==> config.mk <==
export PLATFORM = sky130hd
export DESIGN_NAME = clint
export DESIGN_NICKNAME = d
export VERILOG_FILES = /design/src/rtl/clint_pkg.sv /design/src/rtl/clint_timer.sv /design/src/rtl/clint.sv
export SDC_FILE = /design/constraint.sdc
export NUM_CORES = 1
export LEC_CHECK = 0
export ABC_AREA = 1
export BUFFER_PORTS_ARGS = -buffer_cell sky130_fd_sc_hd__buf_4
export CORE_ASPECT_RATIO = 1.75
export CORE_MARGIN = 5
export CORE_UTILIZATION = 45
export DETAILED_ROUTE_END_ITERATION = 6
export GPL_TIMING_DRIVEN = 1
export PLACE_DENSITY = 0.6
export SLEW_MARGIN = 20
export SYNTH_ARGS = -nofsm -noshare
export SYNTH_HDL_FRONTEND = slang
export SYNTH_SLANG_ARGS = --single-unit
==> constraint.sdc <==
create_clock -name clk -period 5.8 [get_ports clk]
set_input_delay 0.58 -clock clk [delete_from_list [all_inputs] [get_ports clk]]
set_output_delay 0.58 -clock clk [all_outputs]
set_load 0.02 [all_outputs]
==> src/rtl/clint_pkg.sv <==
// rtl/clint_pkg.sv - shared CLINT register offsets, reset constants, FSM states and byte-merge helper
package clint_pkg;

    localparam logic [15:0] MSIP_OFF        = 16'h0000;
    localparam logic [15:0] MTIMECMP_LO_OFF = 16'h4000;
    localparam logic [15:0] MTIMECMP_HI_OFF = 16'h4004;
    localparam logic [15:0] MTIME_LO_OFF    = 16'hBFF8;
    localparam logic [15:0] MTIME_HI_OFF    = 16'hBFFC;

    localparam logic [63:0] MTIMECMP_RST = 64'hFFFF_FFFF_FFFF_FFFF;

    typedef enum logic {
        IDLE = 1'b0,
        RESP = 1'b1
    } state_t;

    function automatic logic [31:0] merge_bytes(input logic [31:0] old_val,
                                                input logic [31:0] new_val,
                                                input logic [3:0]  be);
        logic [31:0] result;
        for (int i = 0; i < 4; i++) begin
            result[8*i +: 8] = be[i] ? new_val[8*i +: 8] : old_val[8*i +: 8];
        end
        return result;
    endfunction

endpackage

==> src/rtl/clint_timer.sv <==
// rtl/clint_timer.sv - 64-bit mtime counter with byte-lane write port and registered compare (CLINT_PRESCALE_EN adds a tick prescaler)
module clint_timer
    import clint_pkg::*;
#(
    parameter int unsigned PRESCALE = 1
) (
    input  logic        clk,
    input  logic        reset,
    input  logic [3:0]  wr_lo_be,
    input  logic [3:0]  wr_hi_be,
    input  logic [31:0] wdata,
    input  logic [63:0] mtimecmp,
    output logic [63:0] mtime,
    output logic        mtimer_irq
);

    logic tick;
    logic mtime_wr;

`ifdef CLINT_PRESCALE_EN
    logic [31:0] pre_cnt;

    assign tick = (pre_cnt == 32'(PRESCALE - 1));

    // Free-running divider; mtime writes deliberately leave its phase alone.
    always_ff @(posedge clk or posedge reset) begin
        if (reset) begin
            pre_cnt <= '0;
        end else if (tick) begin
            pre_cnt <= '0;
        end else begin
            pre_cnt <= pre_cnt + 32'd1;
        end
    end
`else
    logic unused_prescale;

    assign tick            = 1'b1;
    assign unused_prescale = ^PRESCALE;
`endif

    assign mtime_wr = (|wr_lo_be) || (|wr_hi_be);

    // A CPU write suppresses the increment for the whole 64-bit counter that cycle.
    always_ff @(posedge clk or posedge reset) begin
        if (reset) begin
            mtime <= '0;
        end else if (mtime_wr) begin
            mtime <= {merge_bytes(mtime[63:32], wdata, wr_hi_be),
                      merge_bytes(mtime[31:0],  wdata, wr_lo_be)};
        end else if (tick) begin
            mtime <= mtime + 64'd1;
        end
    end

    always_ff @(posedge clk or posedge reset) begin
        if (reset) begin
            mtimer_irq <= 1'b0;
        end else begin
            mtimer_irq <= (mtime >= mtimecmp);
        end
    end

endmodule

==> src/rtl/clint.sv <==
// rtl/clint.sv - core-local interruptor: bus decode, handshake FSM, msip, mtimecmp and read mux (CLINT_PRESCALE_EN enables timer prescaler)
module clint
    import clint_pkg::*;
#(
    parameter logic [31:0] BASE_ADDR = 32'h0200_0000,
    parameter int unsigned PRESCALE  = 1
) (
    input  logic        clk,
    input  logic        reset,
    input  logic [31:0] addr,
    input  logic [31:0] wdata,
    input  logic        ren,
    input  logic        wen,
    input  logic [3:0]  byte_select,
    output logic [31:0] rdata,
    output logic        ready,
    output logic        msw_irq,
    output logic        mtimer_irq
);

    state_t      state;
    state_t      state_next;
    logic        hit;
    logic [15:0] offset;
    logic        access;
    logic        do_write;
    logic        do_read;
    logic        msip;
    logic [63:0] mtimecmp;
    logic [63:0] mtime;
    logic [31:0] rd_mux;
    logic [3:0]  mtime_lo_be;
    logic [3:0]  mtime_hi_be;
    logic        unused_addr;

    assign hit         = (addr[31:16] == BASE_ADDR[31:16]) && (ren || wen);
    assign offset      = {addr[15:2], 2'b00};
    assign unused_addr = ^addr[1:0];

    always_ff @(posedge clk or posedge reset) begin
        if (reset) begin
            state <= IDLE;
        end else begin
            state <= state_next;
        end
    end

    always_comb begin
        state_next = state;
        ready      = 1'b0;
        case (state)
            IDLE: begin
                if (hit) begin
                    state_next = RESP;
                end
            end
            RESP: begin
                ready      = 1'b1;
                state_next = IDLE;
            end
            default: state_next = IDLE;
        endcase
    end

    // Simultaneous ren and wen is a write; the read path stays quiet.
    assign access   = (state == IDLE) && hit;
    assign do_write = access && wen;
    assign do_read  = access && ren && !wen;

    assign mtime_lo_be = (do_write && offset == MTIME_LO_OFF) ? byte_select : 4'b0000;
    assign mtime_hi_be = (do_write && offset == MTIME_HI_OFF) ? byte_select : 4'b0000;

    always_ff @(posedge clk or posedge reset) begin
        if (reset) begin
            msip <= 1'b0;
        end else if (do_write && offset == MSIP_OFF && byte_select[0]) begin
            msip <= wdata[0];
        end
    end

    always_ff @(posedge clk or posedge reset) begin
        if (reset) begin
            mtimecmp <= MTIMECMP_RST;
        end else if (do_write && offset == MTIMECMP_LO_OFF) begin
            mtimecmp[31:0] <= merge_bytes(mtimecmp[31:0], wdata, byte_select);
        end else if (do_write && offset == MTIMECMP_HI_OFF) begin
            mtimecmp[63:32] <= merge_bytes(mtimecmp[63:32], wdata, byte_select);
        end
    end

    always_comb begin
        rd_mux = '0;
        case (offset)
            MSIP_OFF:        rd_mux = {31'b0, msip};
            MTIMECMP_LO_OFF: rd_mux = mtimecmp[31:0];
            MTIMECMP_HI_OFF: rd_mux = mtimecmp[63:32];
            MTIME_LO_OFF:    rd_mux = mtime[31:0];
            MTIME_HI_OFF:    rd_mux = mtime[63:32];
            default:         rd_mux = '0;
        endcase
    end

    // Captured from pre-write values; held until the next read.
    always_ff @(posedge clk or posedge reset) begin
        if (reset) begin
            rdata <= '0;
        end else if (do_read) begin
            rdata <= rd_mux;
        end
    end

    assign msw_irq = msip;

    clint_timer #(
        .PRESCALE (PRESCALE)
    ) u_timer (
        .clk        (clk),
        .reset      (reset),
        .wr_lo_be   (mtime_lo_be),
        .wr_hi_be   (mtime_hi_be),
        .wdata      (wdata),
        .mtimecmp   (mtimecmp),
        .mtime      (mtime),
        .mtimer_irq (mtimer_irq)
    );

endmodule

Yosys cells after proc, flatten, opt, wreduce, memory -nomap -nowiden. Cells that the tools add are included.

Register bits after elaboration: 163. Bits of input ports: 72. Output and inout bits: 35. Word-level logic and storage cells: 77.

Add/sub/neg operators: 1. Order comparisons: 1. Equal/unequal tests: 13. Multiplexer cells: 15. Bitwise operators: 2. Reduce and logical (&&, ||, !) cells: 25.

Operators with widths (number): case mux 32 bit (5 select lines) (1); adder 64 x 1 -> 64 bit, second input constant (1); greater-or-equal comparator 64 bit (1); two-way mux 64 bit (1); two-way mux 8 bit (8); == test 14 x 13 -> 1 bit, second input constant (2); == test 14 bit, second input constant (2); == test 16 x 10 -> 1 bit, second input constant (1); zero test 16 bit (1); inequality test 2 x 1 -> 1 bit, second input constant (8); AND reduction 3 bit (4); logical AND 1 bit (11); two-way mux 4 bit (2); AND reduction 2 bit (4); OR reduction 4 bit (2); logical OR 1 bit (2); two-way mux 1 bit (2); inverter 1 bit (2); case mux 1 bit (2 select lines) (1); zero test 1 bit (1).

Longest topological paths before layout. Gate-level depths: netlist of run 1.

Depth after elaboration: 9. Depth in mapped cells: 13. Gate-level depth less buffers: 12.

Modules after synthesis. A second synthesis of run 1 with hierarchy kept.

Cells, all modules: 1886. Area total of the unflattened synthesis: 12394.4 µm².

By module, submodules not included: clint_timer (times used 1, cells each 1133, area an instance 6849.1 µm², seq. area each 1626.6 µm²); clint (times used 1, cells each 753, area an instance 5545.3 µm², seq. area each 2532.4 µm²).

Worst setup path after synthesis of run 1. Ideal clock, no wire load.

Path kind: input to register. Start point: input addr[19]. End point: register mtimecmp[0]. Library setup time: 0.082 ns. Arrival: 1.860 ns. Data required time: 5.718 ns. Slack: 3.858 ns. Stages on the path: 8. Path buffers: 0. Cell sequence: nor2_1 nand2_1 nor2_2 nand3_2 nor2_8 nand2_1 nor2_4 mux2_2.

Longest elaborated chain between the ends: 6.

RTL lines: from (decl) (RTL line clint.sv:10) `input logic [31:0] addr,`; == test 16 x 10 -> 1 bit (RTL line clint.sv:36) `assign hit = (addr[31:16] == BASE_ADDR[31:16]) && (ren || wen);`; logical AND 1 bit (RTL line clint.sv:36); logical AND 1 bit (RTL line clint.sv:66) `assign access = (state == IDLE) && hit;`; logical AND 1 bit (RTL line clint.sv:67) `assign do_write = access && wen;`; logical AND 1 bit (RTL line clint.sv:84) `end else if (do_write && offset == MTIMECMP_LO_OFF) begin`; AND reduction 2 bit (no line); to (signal assigned) (RTL line clint.sv:85) `mtimecmp[31:0] <= merge_bytes(mtimecmp[31:0], wdata, byte_select);`; to (decl) (RTL line clint.sv:29) `logic [63:0] mtimecmp;`.

Every way passes these cells. A chain may end at the register's enable or synchronous reset.

Final worst setup path of run 1.
Start point: register state. End point: register u_timer.mtime[11].

Longest elaborated chain between the ends: 8. Elaborated cells between the ends (all ways): 12. Classes of those cells: 1 x eq/ne; 3 x mux; 1 x bitwise; 7 x reduce/logical.

RTL lines: from (decl) (RTL line clint.sv:21) `state_t state;`; from (signal assigned) (RTL line clint.sv:44) `state <= state_next;`; inverter 1 bit *; logical AND 1 bit * (RTL line clint.sv:66); logical AND 1 bit * (RTL line clint.sv:67); logical AND 1 bit (on tied branches) (RTL line clint.sv:70, clint.sv:71); two-way mux 4 bit (on tied branches) (RTL line clint.sv:70, clint.sv:71); OR reduction 4 bit (RTL line clint_timer.sv:42) `assign mtime_wr = (|wr_lo_be) || (|wr_hi_be);`; logical OR 1 bit (RTL line clint_timer.sv:42); inequality test 2 x 1 -> 1 bit (no line) or two-way mux 64 bit (tied branches); to (signal assigned) (RTL line clint_timer.sv:49) `mtime <= {merge_bytes(mtime[63:32], wdata, wr_hi_be),`; to (signal assigned) (RTL line clint_timer.sv:52) `mtime <= mtime + 64'd1;`; to (decl) (RTL line clint_timer.sv:13) `output logic [63:0] mtime,`.

Every way passes the cells marked *; elsewhere a longest branch is shown, timed or not.

==> impl_results.md, run 1 <==
* Crit Path Category: register to register
* Die width at 132.9 um
* Primary FF master, synth: dfrtp_1
* Wire length of the first global-routing pass at 66010 um
* Hold-fix buffers, CTS at 0
* CTS sink count at 163
* WP data required at 6.19 ns
* Placer Congestion at approximately 1.0
* Nets at 1847
* Port bufs at about 100
* Clk Latency, worst-skew pair at 0.46 ns
* CP Launch Type: register
* Syn nets at 1768
* Clock transition at path regs at approximately 0.07 ns
* Pwr Density at 184.1 nW/um2
* WP buf/inv at 2
* Area leader, netlist: dfrtp_1
* Number of global-route vias before repair at about 12000
* Via count at 11480
* Post_cts resized at 0
* Finished Cell Area at around 13000 um2
* Hold crit path type: input port to async pin
* Sequential element share of the synthesized area at 34.97%
* Max_cap viols at 0
* Area grow syn2layout at 13.40%
* CTS tree: done
* Final Hold Fails at 0
* Htree depth at 4
* Pre-antenna DRT Iters at 7
* Synth top area share at 20.83%
* Peak supply drop at 215.0 uV
* Final cell count without fillers at 2043
* #FFs+latches synth at 163
* EDFF count, synth at 0
* Number of CTS-inserted buffers at 17
* CORE AREA at 26060 um2
* DP Wirelength at approximately 33000 um
* Final ANT Viol Nets at 0
* Placed Cells incl. Taps at 2011
* Total setup buffers inserted after CTS at 0
* Rows at 78
* Critical Path Max Stage Delay at 0.62 ns
* Final Util at 51.76%
* Area of the mapped netlist at 11890 um2
* CP delay by family, top: simple AND/OR/NAND/NOR gates
* RSZ-0062 raised after global routing: no
* Clk_skew at between 0.01 and 0.015 ns
* Slowest-stage cell, CP: nand2_4
* Tightest Pin Transition at 0.9262 ns
* Layout cells sized above 1 at 17.12%
* Total congestion overflow at 0
* CTS Buffer Depth at 2
* Ranking of synthesized cells by area: dfrtp_1 21%, dfstp_2 14%, nand3_1 12%, nand2_1 11%, ha_1 6.8%
* Crit-path most repeated cell: nand3_1
* Largest net degree at the start of global routing at 81
* I/O pin count at ~110
* DP Area at about 13000 um2
* Final wirelength at around 43000 um
* Final worst-path cycle share at 52.07%
* Avg WL per Cell at 20.98 um
* Async SR Flop Fraction at 100.0%
* Syn_area_per_cell at 7.292 um2
* Total inserted antenna cells at 0
* Initial antenna violation count at 0
* Setup TNS at 0 ns
* Initial core utilization at 45.64%
* Die height at 225.1 um
* Commonest non-fill, non-tap cell in the layout: nand2_1
* Max-slew headroom at 38.03%
* Vias per cell at 5.621
* Status: finished, final reports clean
* Lkg Pwr at 6.005 nW
* Drt initial violations at 770
* Cells after synthesis at 1631
* Root Buffer: clkbuf_16
* CP Max Fanout at between 60 and 70
* Die ar. at around 30000 um2
* Overall Global Routing Usage at 28.90%
* Max Slew Vio Count at 0
* Min Tclk post-route at 3.020 ns
* Max Freq at 0.3311 GHz
* CP cell instances: nor2_2 > nand2_1 > nor2_1 > nand3_1 > nor2_2 > o41ai_4 > buf_4 > nand2_4 > buf_4 > nand3_1 > nand3_1
* Setup violations, final at 0
* Critical Path AT at 3.41 ns
* Worst hold margin at 0.2526 ns
* DRC at 0
* Worst Setup End Kind: register
* Synth unique cells at 46
* Ys Warns at 0
* Commonest cells after routing, fill and taps aside: 347 x nand2_1, 296 x nand3_1, 201 x inv_1
==> flip-flops by register name (all words and copies together), names as in the netlist <==
| register | cells |
|---|---|
| u_timer.mtime | 64 |
| u_timer.mtimer_irq | 1 |
| state | 1 |
| msw_irq | 1 |
| mtimecmp | 64 |
| rdata | 32 |
==> layer usage <==
| layer | global-route usage (%) | share of wire, % |
|---|---|---|
| met3 | 5.161 | 4.6 |
| met2 | 51.10 | 50 |
| met1 | 31.47 | 38 |
| met4 | 19.03 | 7.2 |
| met5 | 0 | 0 |
==> per-stage QoR <==
stage	worst slack, ns	power [W]
CTS	2.850	0.002500
global placement	2.514	0.001265
floorplan	0.9209	0.001199
detailed placement	2.460	0.001266
global route	2.598	0.002553
finish	2.780	0.002483
==> area by class of cell <==
class	instances	area [um2]
clock inverters	12	177.7
well taps	320	400.4
repair buffers	115	863.3
fillers	2699	12570
clock buffers	20	446.7
flip-flops and latches	163	4159
multi-input cells	1198	6626
inverters	215	814.5
==> worst register-to-register path: stages, from the launching register on <==
cell	delay, ns
dfrtp_1	0.40
nor2_2	0.15
nand2_1	0.07
nor2_1	0.08
nand3_1	0.14
nor2_2	0.22
o41ai_4	0.11
buf_4	0.34
nand2_4	0.64
buf_4	0.53
nand3_1	0.15
nand3_1	0.12
==> power breakdown <==
part	leakage, nW	switching (W)	internal [W]	total, W
logic	3.67	0.0000680	0.0000377	0.000106
registers	2.03	0.00000000599	0.00114	0.00114
clock network	0.310	0.000504	0.000734	0.00124
total	6.01	0.000572	0.00191	0.00248
==> worst paths after layout <==
check / from / to / slack [ns] / cells after the start
worst max-delay path: state / u_timer.mtime[11] / 2.78 / 11
worst max register to register: state / u_timer.mtime[11] / 2.78 / 11
min in group clk: wdata[3] / mtimecmp[35] / 0.36 / 3
worst min-delay path: reset / msw_irq / 0.25 / 2
max in group asynchronous: reset / u_timer.mtime[29] / 4.35 / 3
worst min register to register: mtimecmp[54] / mtimecmp[54] / 0.47 / 2
==> kinds of logic (layout without fill, tap and decap cells) <==
group	count (synthesis)	count (layout)	synth area share, %
simple gates	862	862	33.47
fa+ha+maj	65	65	6.838
mux	1	1	0.09467
xor+xnor	51	51	3.756
compound gates	219	219	11.31
buf+inv	270	362	9.562
flops	163	163	34.97
==> synth_stat cells, types with 6 or more instances <==
cell type    n
o211ai_1     6
clkbuf_1    14
nand2_1    349
nor3_1      44
buf_6        7
inv_2       11
o21ai_1     37
o22ai_1     51
dfrtp_1     99
nand4_1     23
o21ai_2     39
nor2_2       9
and2_1       6
inv_1      202
buf_2       16
xor2_1      46
ha_1        65
o21ai_0     49
a21oi_1     32
nor2_1     109
nand3_1    296
buf_4       13
dfstp_2     64
(Power assumes the default switching activity.)
==> run 2, diff against run 1 <==
--- a/config.mk
+++ b/config.mk
@@ -12,7 +12,7 @@
 export CORE_UTILIZATION = 45
 export DETAILED_ROUTE_END_ITERATION = 6
 export GPL_TIMING_DRIVEN = 1
-export PLACE_DENSITY = 0.6
+export PLACE_DENSITY = 0.63
 export SLEW_MARGIN = 20
 export SYNTH_ARGS = -nofsm -noshare
 export SYNTH_HDL_FRONTEND = slang
==> constraint.sdc (replaced) <==
create_clock -name clk -period 2.63 [get_ports clk]
set_input_delay 0.263 -clock clk [delete_from_list [all_inputs] [get_ports clk]]
set_output_delay 0.263 -clock clk [all_outputs]
set_load 0.02 [all_outputs]
==> run 2 against run 1 <==
Sequential share of layout area is 0.84 points lower. Non-clock buffer count rose by 38. Routed wire length up 1.4%. Core utilization grew 1.5 points. Maximum frequency is 32% higher. Combinational power up 140%. Clock power rose by 120%. Critical path type unchanged. Highest routed layer unchanged.
==> impl_results.md, run 2 (synthesized netlist as in run 1, its figures left out) <==
* CP Launch Type: register (unchanged)
* Internal at 0.004249 W (was 0.001911 W)
* Commonest non-fill, non-tap cell in the layout: nand2_1 (unchanged)
* RSZ-0062 raised after global routing: no (unchanged)
* Area grow syn2layout at 16.58% (was 13.40%)
* Pwr Density at 395.9 nW/um2 (was 184.1 nW/um2)
* Slowest-stage cell, CP: dfrtp_1 (was nand2_4)
* Die height at 225.1 um (unchanged)
* Initial antenna violation count at 0 (unchanged)
* Drt initial violations at 808 (was 770)
* Setup violations, final at 0 (unchanged)
* Worst Setup End Kind: register (unchanged)
* Peak supply drop at 463.6 uV (was 215.0 uV)
* WP data required at 2.97 ns (was 6.19 ns)
* Max Slew Vio Count at 0 (unchanged)
* Root Buffer: clkbuf_16 (unchanged)
* Fin worst setup slack at 0.3341 ns (was 2.780 ns)
* Overall Global Routing Usage at 29.22% (was 28.90%)
* Comb pwr share at 4.6% (was 4.3%)
* Post_cts resized at 0 (unchanged)
* Number of global-route vias before repair at 11700 (was 11560)
* Final cell count without fillers at 2081 (was 2043)
* Critical Path AT at 2.64 ns (was 3.41 ns)
* Setup TNS at 0 ns (unchanged)
* CTS tree: done (unchanged)
* Initial core utilization at 45.64% (unchanged)
* Lkg Pwr at 6.223 nW (was 6.005 nW)
* Pre-antenna DRT Iters at 5 (was 7)
* M3 GR Usage at 4.290% (was 5.161%)
* Max-slew headroom at 37.99% (was 38.03%)
* CP delay by family, top: simple AND/OR/NAND/NOR gates (unchanged)
* Htree depth at 4 (unchanged)
* Rows at 78 (unchanged)
* Clk_skew at 0.009469 ns (was 0.01216 ns)
* Max_cap viols at 0 (unchanged)
* Placer Congestion at 1.027 (was 1.014)
* Die ar. at 29910 um2 (unchanged)
* Largest net degree at the start of global routing at 56 (was 81)
* CP cell instances: ha_1 > nand3_1 > inv_1 > nand2_1 > nor2_1 > nand2_1 > xor2_1 > nand3_1 > nand3_1 (was nor2_2 > nand2_1 > nor2_1 > nand3_1 > nor2_2 > o41ai_4 > buf_4 > nand2_4 > buf_4 > nand3_1 > nand3_1)
* CP Max Fanout at 7 (was 67)
* Final wirelength at 43480 um (was 42860 um)
* CTS Buffer Depth at 2 (unchanged)
* Via count at 11780 (was 11480)
* Met1 GRT Util at 32.10% (was 31.47%)
* Wire length of the first global-routing pass at 66950 um (was 66010 um)
* Crit Path Category: register to register (unchanged)
* R2R Setup Slk at 0.33 ns (was 2.78 ns)
* Hold crit path type: input port to async pin (unchanged)
* Critical path startpoint: u_timer.mtime[0] (was state)
* Status: finished, final reports clean (unchanged)
* CORE AREA at 26060 um2 (unchanged)
* Final ANT Viol Nets at 0 (unchanged)
* Total congestion overflow at 0 (unchanged)
* DP Wirelength at 34210 um (was 32990 um)
* I/O pin count at 107 (unchanged)
* Switching power at 0.001241 W (was 0.0005724 W)
* Reg-to-Reg Start: u_timer.mtime[0] (was state)
* Crit-path most repeated cell: nand3_1 (unchanged)
* Sequential fraction of design power at 45.8% (was 45.9%)
* Die width at 132.9 um (unchanged)
* Top Usage Layer GRT: met2 (unchanged)
* Final Util at 53.21% (was 51.76%)
* Max Freq at 0.4356 GHz (was 0.3311 GHz)
* CTS sink count at 163 (unchanged)
* Setup WS pre-CTS at 0.3976 ns (was 2.460 ns)
* Vias per cell at 5.658 (was 5.621)
* Global Route met2 Usage at 53.43% (was 51.10%)
* Commonest cells after routing, fill and taps aside: 348 x nand2_1, 296 x nand3_1, 201 x inv_1 (was 347 x nand2_1, 296 x nand3_1, 201 x inv_1)
* Layout cells sized above 1 at 18.97% (was 17.12%)
* WP buf/inv at 1 (was 2)
* Clk pwr share at 49.6% (was 49.9%)
* DRC at 0 (unchanged)
* Largest registers: mtimecmp: 64 flops, u_timer.mtime: 64 flops, rdata: 32 flops (unchanged)
* Tightest Pin Transition at 0.9282 ns (was 0.9262 ns)
* Placed Cells incl. Taps at 2049 (was 2011)
* Finished Cell Area at 13870 um2 (was 13490 um2)
* Total inserted antenna cells at 0 (unchanged)
* Port bufs at 104 (unchanged)
* Timing endpoint of the critical path: u_timer.mtime[32] (was u_timer.mtime[11])
* Critical Path Max Stage Delay at 0.54 ns (was 0.62 ns)
* Hold-fix buffers, CTS at 0 (unchanged)
* Number of CTS-inserted buffers at 17 (unchanged)
* Total setup buffers inserted after CTS at 0 (unchanged)
* R2r endpoint: u_timer.mtime[32] (was u_timer.mtime[11])
* Final worst-path cycle share at 87.30% (was 52.07%)
* DP Area at 13230 um2 (was 12860 um2)
* Switching Fraction at 22.60% (was 23.05%)
* Final Hold Fails at 0 (unchanged)
* Nets at 1885 (was 1847)
* Critical path depth in cells at 9 (was 11)
* Clock transition at path regs at 0.07 ns (about the same)
* Min Tclk post-route at 2.296 ns (was 3.020 ns)
* Clk Latency, worst-skew pair at 0.46 ns (about the same)
* R2R depth at 9 (was 11)
* Avg WL per Cell at 20.89 um (was 20.98 um)
==> run 2: changes by cell type in the layout (fill, tap and decap cells not counted), sizes merged <==
| cell | before | now |
|---|---|---|
| clkbuf | 20 | 19 |
| buf | 115 | 153 |
| clkinvlp | 0 | 1 |
| inv | 215 | 214 |
| clkinv | 8 | 9 |
==> run 2: worst register-to-register path, cell delays in order (launching register included) <==
cell     delay (ns)
dfrtp_1        0.54
ha_1           0.24
nand3_1        0.27
inv_1          0.22
nand2_1        0.15
nor2_1         0.17
nand2_1        0.21
xor2_1         0.20
nand3_1        0.10
nand3_1        0.09
==> run 2: power groups by stage <==
stage | Sequential (W) | Clock (W) | Combinational (W)
final | 0.00251 | 0.00272 | 0.000254
after global routing | 0.00251 | 0.00286 | 0.000281
after CTS | 0.00251 | 0.00277 | 0.000258
after detailed placement | 0.00255 | 0 | 0.000257
after global placement | 0.00255 | 0 | 0.000254
after floorplan | 0.00256 | 0 | 0.0000891
==> run 2: worst min path at each step <==
stage,startpoint,to,slack (ns),cells after the start
2_1_floorplan,wdata[0],mtimecmp[32],0.37,2
3_3_place_gp,mtimecmp[46],mtimecmp[46],0.46,2
3_5_place_dp,mtimecmp[9],mtimecmp[9],0.46,2
4_1_cts,reset,u_timer.mtime[35],0.01,2
5_1_grt,reset,u_timer.mtime[35],0.05,2
6_report,reset,u_timer.mtime[35],0.002,2
==> run 2: layer usage <==
metal / vias to the layer above / part of all wire (%)
met5: - / 0
li1: 5691 / -
met2: 380 / 52
met1: 5588 / 37
met3: 116 / 4.6
met4: 0 / 5.9
==> run 2: metrics by stage <==
stage               hold WS [ns]  power [W]
finish                  0.001721   0.005490
global route             0.05024   0.005654
CTS                      0.01423   0.005536
detailed placement        0.4649   0.002812
global placement          0.4633   0.002809
floorplan                 0.3705   0.002644
==> run 2: cell type report <==
| type | count | area, um2 |
|---|---|---|
| timing repair buffer | 153 | 1236 |
| inverter | 215 | 813.3 |
| tap | 320 | 400.4 |
| clock inverter | 13 | 180.2 |
| clock buffer | 19 | 452.9 |
| sequential | 163 | 4159 |
| fill | 2600 | 12190 |
| multi-input combinational | 1198 | 6624 |
